<file path="src/rtl/mem_bus_arbiter.sv">
// Serialises the core's instruction and data bus ports onto one single-outstanding memory port.
// Ties between the two requesters alternate round-robin; exactly one transaction is in flight.
module mem_bus_arbiter (
  input  logic        clk,
  input  logic        reset,
  input  logic        ireq_valid,
  input  logic [31:0] ireq_addr,
  output logic        iresp_addr_ok,
  output logic        iresp_data_ok,
  output logic [31:0] iresp_data,
  input  logic        dreq_valid,
  input  logic [31:0] dreq_addr,
  input  logic [2:0]  dreq_size,
  input  logic [3:0]  dreq_strobe,
  input  logic [31:0] dreq_data,
  output logic        dresp_addr_ok,
  output logic        dresp_data_ok,
  output logic [31:0] dresp_data,
  output logic        m_valid,
  input  logic        m_ready,
  output logic [31:0] m_addr,
  output logic [2:0]  m_size,
  output logic [3:0]  m_strobe,
  output logic [31:0] m_wdata,
  input  logic        m_rvalid,
  input  logic [31:0] m_rdata,
  output logic [1:0]  dbg_state
);
  // Downstream handshake: a request transfers on any rising edge where m_valid && m_ready;
  // once m_valid rises, m_valid and every m_* field hold until that transfer.
  typedef enum logic [1:0] {
    S_IDLE  = 2'd0,
    S_ISSUE = 2'd1,
    S_WAIT  = 2'd2,
    S_RESP  = 2'd3
  } state_e;

  localparam logic GNT_I = 1'b0;
  localparam logic GNT_D = 1'b1;

  state_e      state_q, state_d;
  logic        last_grant_q;
  logic        sel_d;
  logic [31:0] addr_q;
  logic [2:0]  size_q;
  logic [3:0]  strobe_q;
  logic [31:0] wdata_q;
  logic [31:0] rdata_q;

  always_comb begin
    state_d       = state_q;
    sel_d         = last_grant_q;
    iresp_addr_ok = 1'b0;
    iresp_data_ok = 1'b0;
    iresp_data    = 32'd0;
    dresp_addr_ok = 1'b0;
    dresp_data_ok = 1'b0;
    dresp_data    = 32'd0;
    m_valid       = 1'b0;
    m_addr        = 32'd0;
    m_size        = 3'd0;
    m_strobe      = 4'd0;
    m_wdata       = 32'd0;
    case (state_q)
      S_IDLE: begin
        // addr_ok is suppressed while reset is held so no grant is advertised that is then dropped
        if (!reset && (ireq_valid || dreq_valid)) begin
          sel_d         = (ireq_valid && dreq_valid) ? ~last_grant_q : dreq_valid;
          iresp_addr_ok = (sel_d == GNT_I);
          dresp_addr_ok = (sel_d == GNT_D);
          state_d       = S_ISSUE;
        end
      end
      S_ISSUE: begin
        m_valid  = 1'b1;
        m_addr   = addr_q;
        m_size   = size_q;
        m_strobe = strobe_q;
        m_wdata  = wdata_q;
        if (m_ready) state_d = S_WAIT;
      end
      S_WAIT: begin
        if (m_rvalid) state_d = S_RESP;
      end
      S_RESP: begin
        iresp_data_ok = (last_grant_q == GNT_I);
        dresp_data_ok = (last_grant_q == GNT_D);
        if (last_grant_q == GNT_I) iresp_data = rdata_q;
        else                       dresp_data = rdata_q;
        state_d = S_IDLE;
      end
      default: state_d = S_IDLE;
    endcase
  end

  always_ff @(posedge clk) begin
    if (reset) begin
      state_q      <= S_IDLE;
      last_grant_q <= GNT_I;
      addr_q       <= 32'd0;
      size_q       <= 3'd0;
      strobe_q     <= 4'd0;
      wdata_q      <= 32'd0;
      rdata_q      <= 32'd0;
    end else begin
      state_q <= state_d;
      if (state_q == S_IDLE && state_d == S_ISSUE) begin
        // last_grant_q doubles as the owner of the transaction now in flight
        last_grant_q <= sel_d;
        addr_q       <= (sel_d == GNT_D) ? dreq_addr   : ireq_addr;
        size_q       <= (sel_d == GNT_D) ? dreq_size   : 3'b010;
        strobe_q     <= (sel_d == GNT_D) ? dreq_strobe : 4'd0;
        wdata_q      <= (sel_d == GNT_D) ? dreq_data   : 32'd0;
      end
      if (state_q == S_WAIT && m_rvalid) rdata_q <= m_rdata;
    end
  end

  assign dbg_state = state_q;
endmodule
</file>
<file path="config.mk">
export PLATFORM = sky130hd
export DESIGN_NAME = mem_bus_arbiter
export DESIGN_NICKNAME = d
export VERILOG_FILES = /design/src/rtl/mem_bus_arbiter.sv
export SDC_FILE = /design/constraint.sdc
export NUM_CORES = 1
export LEC_CHECK = 0
export ABC_AREA = 1
export BUFFER_PORTS_ARGS = -buffer_cell sky130_fd_sc_hd__buf_2
export CAP_MARGIN = 20
export CORE_ASPECT_RATIO = 1.4
export CORE_UTILIZATION = 35
export DETAILED_ROUTE_END_ITERATION = 7
export PLACE_DENSITY_LB_ADDON = 0.25
export SLEW_MARGIN = 20
export SYNTH_ARGS = -nofsm -noshare
export SYNTH_HDL_FRONTEND = slang
export SYNTH_SLANG_ARGS = --single-unit
</file>
<file path="constraint.sdc">
create_clock -name clk -period 3.9 [get_ports clk]
set_input_delay 0.975 -clock clk [delete_from_list [all_inputs] [get_ports clk]]
set_output_delay 0.975 -clock clk [all_outputs]
set_load 0.05 [all_outputs]
</file>
==> results by group <==
Run status
  • Status: finished, final reports clean

Clocking
  • Hold Buf Count CTS: 0
  • CTS tree: done
  • Clk buf depth: 2
  • Clock slew at reported path FFs: 0.07 ns
  • Postcts setup bufs: 0
  • Clk_lat worst skew: 0.34 ns
  • Root buf cell: clkbuf_16
  • Htree depth: 3
  • # resized after CTS: 0
  • CTS Buf Count: 9
  • Clk sinks: 106

Synthesis
  • Yosys warnings: 0
  • Synthesized instance count: 800
  • Syn_area_per_cell: 6.51 sq um
  • Synth unique cells: 19
  • Cell area after synthesis: 0.00521 sq mm
  • Synth Register Bits: 106
  • Post-synthesis sequential area ratio: 40.7%
  • Synthesized net count: 941

Final layout
  • Commonest non-fill, non-tap cells in the layout: buf_2 (282), nor2_1 (178), inv_1 (175)
  • Final nets: 1187
  • Most common cell after layout, fill and taps aside: buf_2
  • Post-Layout Cell Count: 1241
  • Layout area overhead: 33.9%
  • Filler cells: 1590
  • Fraction of layout cells with a size suffix above 1: 30.3%

Routing
  • Final wirelength: 14900 um
  • DRT iter0 DRCs: 295
  • Final ANT Viol Nets: 0
  • Drt wl/cell: 12.0 um
  • Vias: 5551
  • Routed vias/inst: 4.47
  • Iteration count of the initial detailed-routing pass: 5
  • DRC Markers: 0

Setup path
  • CP Max Fanout: 47
  • Crit path kind: reg -> out
  • Crit start category: flip-flop
  • R2r setup slk: 1.84 ns
  • Setup crit end kind: primary output
  • Worst endpoint required time: 2.92 ns
  • Worst Path Arrival: 2.24 ns

Pwr
  • Pwr Density: 371 mW/mm^2
  • Maximum VDD drop: 0.000175 V
  • Lkg Pwr: 3.47 nW

Place
  • Number of port buffers: 282
  • Placer Congestion: 0.770
  • Placed instance count: 1224
  • Post-DP HPWL: 10700 um

STA
  • Highest Clock Rate: 0.311 GHz
  • Final Setup Violations: 0
  • Final period utilization: 82.5%
  • Tmin final: 3.22 ns
  • Pin slew with the least headroom to its limit: 0.946 ns
  • Clk_skew: 0.00801 ns
  • Slew Limit Headroom: 36.9%
  • Hold Vio Cnt, Final: 0
  • Unrepaired setup endpoints after global routing: no
  • Max-slew violation count: 0
  • Final setup TNS: 0 ns

Global routing
  • Pin count of the biggest net entering global routing: 66
  • Number of global-route vias before repair: 5014
  • Gr usage total: 19.1%
  • Total congestion overflow: 0
  • Initial antenna violation count: 1
  • First-pass GRT wire length: 23800 um

Floorplanning
  • Die width: 105 um
  • Cell Rows: 52
  • Die ar.: 0.0154 sq mm
  • Initial cell density of the core: 35.9%
  • I/O pins: 283
  • Die H: 146 um
  • Core Box Area: 0.0145 sq mm

Worst hold path
  • Min-delay worst type: reg -> reg

Flow run
  • Max Cap Violations: 0
## logic make-up (layout without fill, tap and decap cells)
group	count (synthesis)	in the layout	share of synthesized area, %
other cells	0	1	0
compound gates	141	141	15.4
flops	106	106	40.7
simple gates	318	318	25.6
buf+inv	235	486	18.2
## synthesized netlist by cell type
| master | n | share of area, % |
|---|---|---|
| buf_6 | 4 | 0.86 |
| nand3_1 | 64 | 6.1 |
| nand2_4 | 2 | 0.43 |
| buf_4 | 1 | 0.14 |
| o21ai_0 | 35 | 3.4 |
| nand2_1 | 69 | 5.0 |
| clkbuf_1 | 23 | 1.7 |
| or2_2 | 1 | 0.12 |
| nor2_4 | 2 | 0.43 |
| buf_2 | 26 | 2.5 |
| a21oi_1 | 67 | 6.4 |
| a22oi_1 | 38 | 5.5 |
| nand3_4 | 2 | 0.67 |
| buf_1 | 1 | 0.072 |
| dfxtp_1 | 106 | 41 |
| a21oi_2 | 1 | 0.17 |
| inv_1 | 175 | 13 |
| nor2_1 | 178 | 13 |
| inv_2 | 5 | 0.36 |
## path summary, 6_finish.rpt
path / startpoint / end / cells after the start
worst max-delay path: dbg_state[1] / m_strobe[3] / 4
worst min-delay path: addr_q[1] / addr_q[1] / 2
worst max register to register: dbg_state[1] / addr_q[0] / 8
worst min register to register: addr_q[1] / addr_q[1] / 2
## power by group
part	total, W	switching, W	leakage (nW)	internal (W)
Combinational	0.000438	0.000290	2.46	0.000149
Sequential	0.00116	0.0000258	0.862	0.00114
Clock	0.000983	0.000398	0.154	0.000585
## metrics by stage
step	total power, W	worst slack [ns]	instance area (sq um)	util (%)	hold WS, ns
5_1_grt	0.00273	0.478	6980	48.1	0.478
6_report	0.00259	0.683	6980	48.1	0.464
4_1_cts	0.00263	0.618	6970	48.1	0.467
3_3_place_gp	0.00163	1.01	6640	45.8	0.443
2_1_floorplan	0.00150	0.267	5210	-	0.429
3_5_place_dp	0.00163	0.990	6640	45.8	0.455
## critical path, stage by stage, from the launching register on
cell and delay, ns:
dfxtp_1 0.42, or2_2 0.76, buf_4 0.40, nor2_1 0.07, buf_2 0.21
## registers in the layout, indices dropped and copies added, names as in the netlist
name and count:
rdata_q 32, dbg_state 2, strobe_q 4, addr_q 32
wdata_q 32, size_q 3, last_grant_q 1
## routing by layer
layer | GRT usage (%) | wire, um | up-vias
met1 | 21.9 | 6310 | 2443
li1 | - | - | 2919
met3 | 3.71 | 778 | 19
met5 | 0 | 0 | -
met2 | 34.9 | 7460 | 170
met4 | 7.11 | 355 | 0
## layout make-up
cell class	instances	area, sq um	area share (%)
antenna	1	2.50	0.0359
clock buffer	11	243	3.48
clock inverter	5	86.3	1.24
inverter	180	676	9.69
multi-input combinational	459	2140	30.7
sequential	106	2120	30.4
tap	189	236	3.39
timing repair buffer	290	1470	21.1
Power figures use the tool's default switching activity.
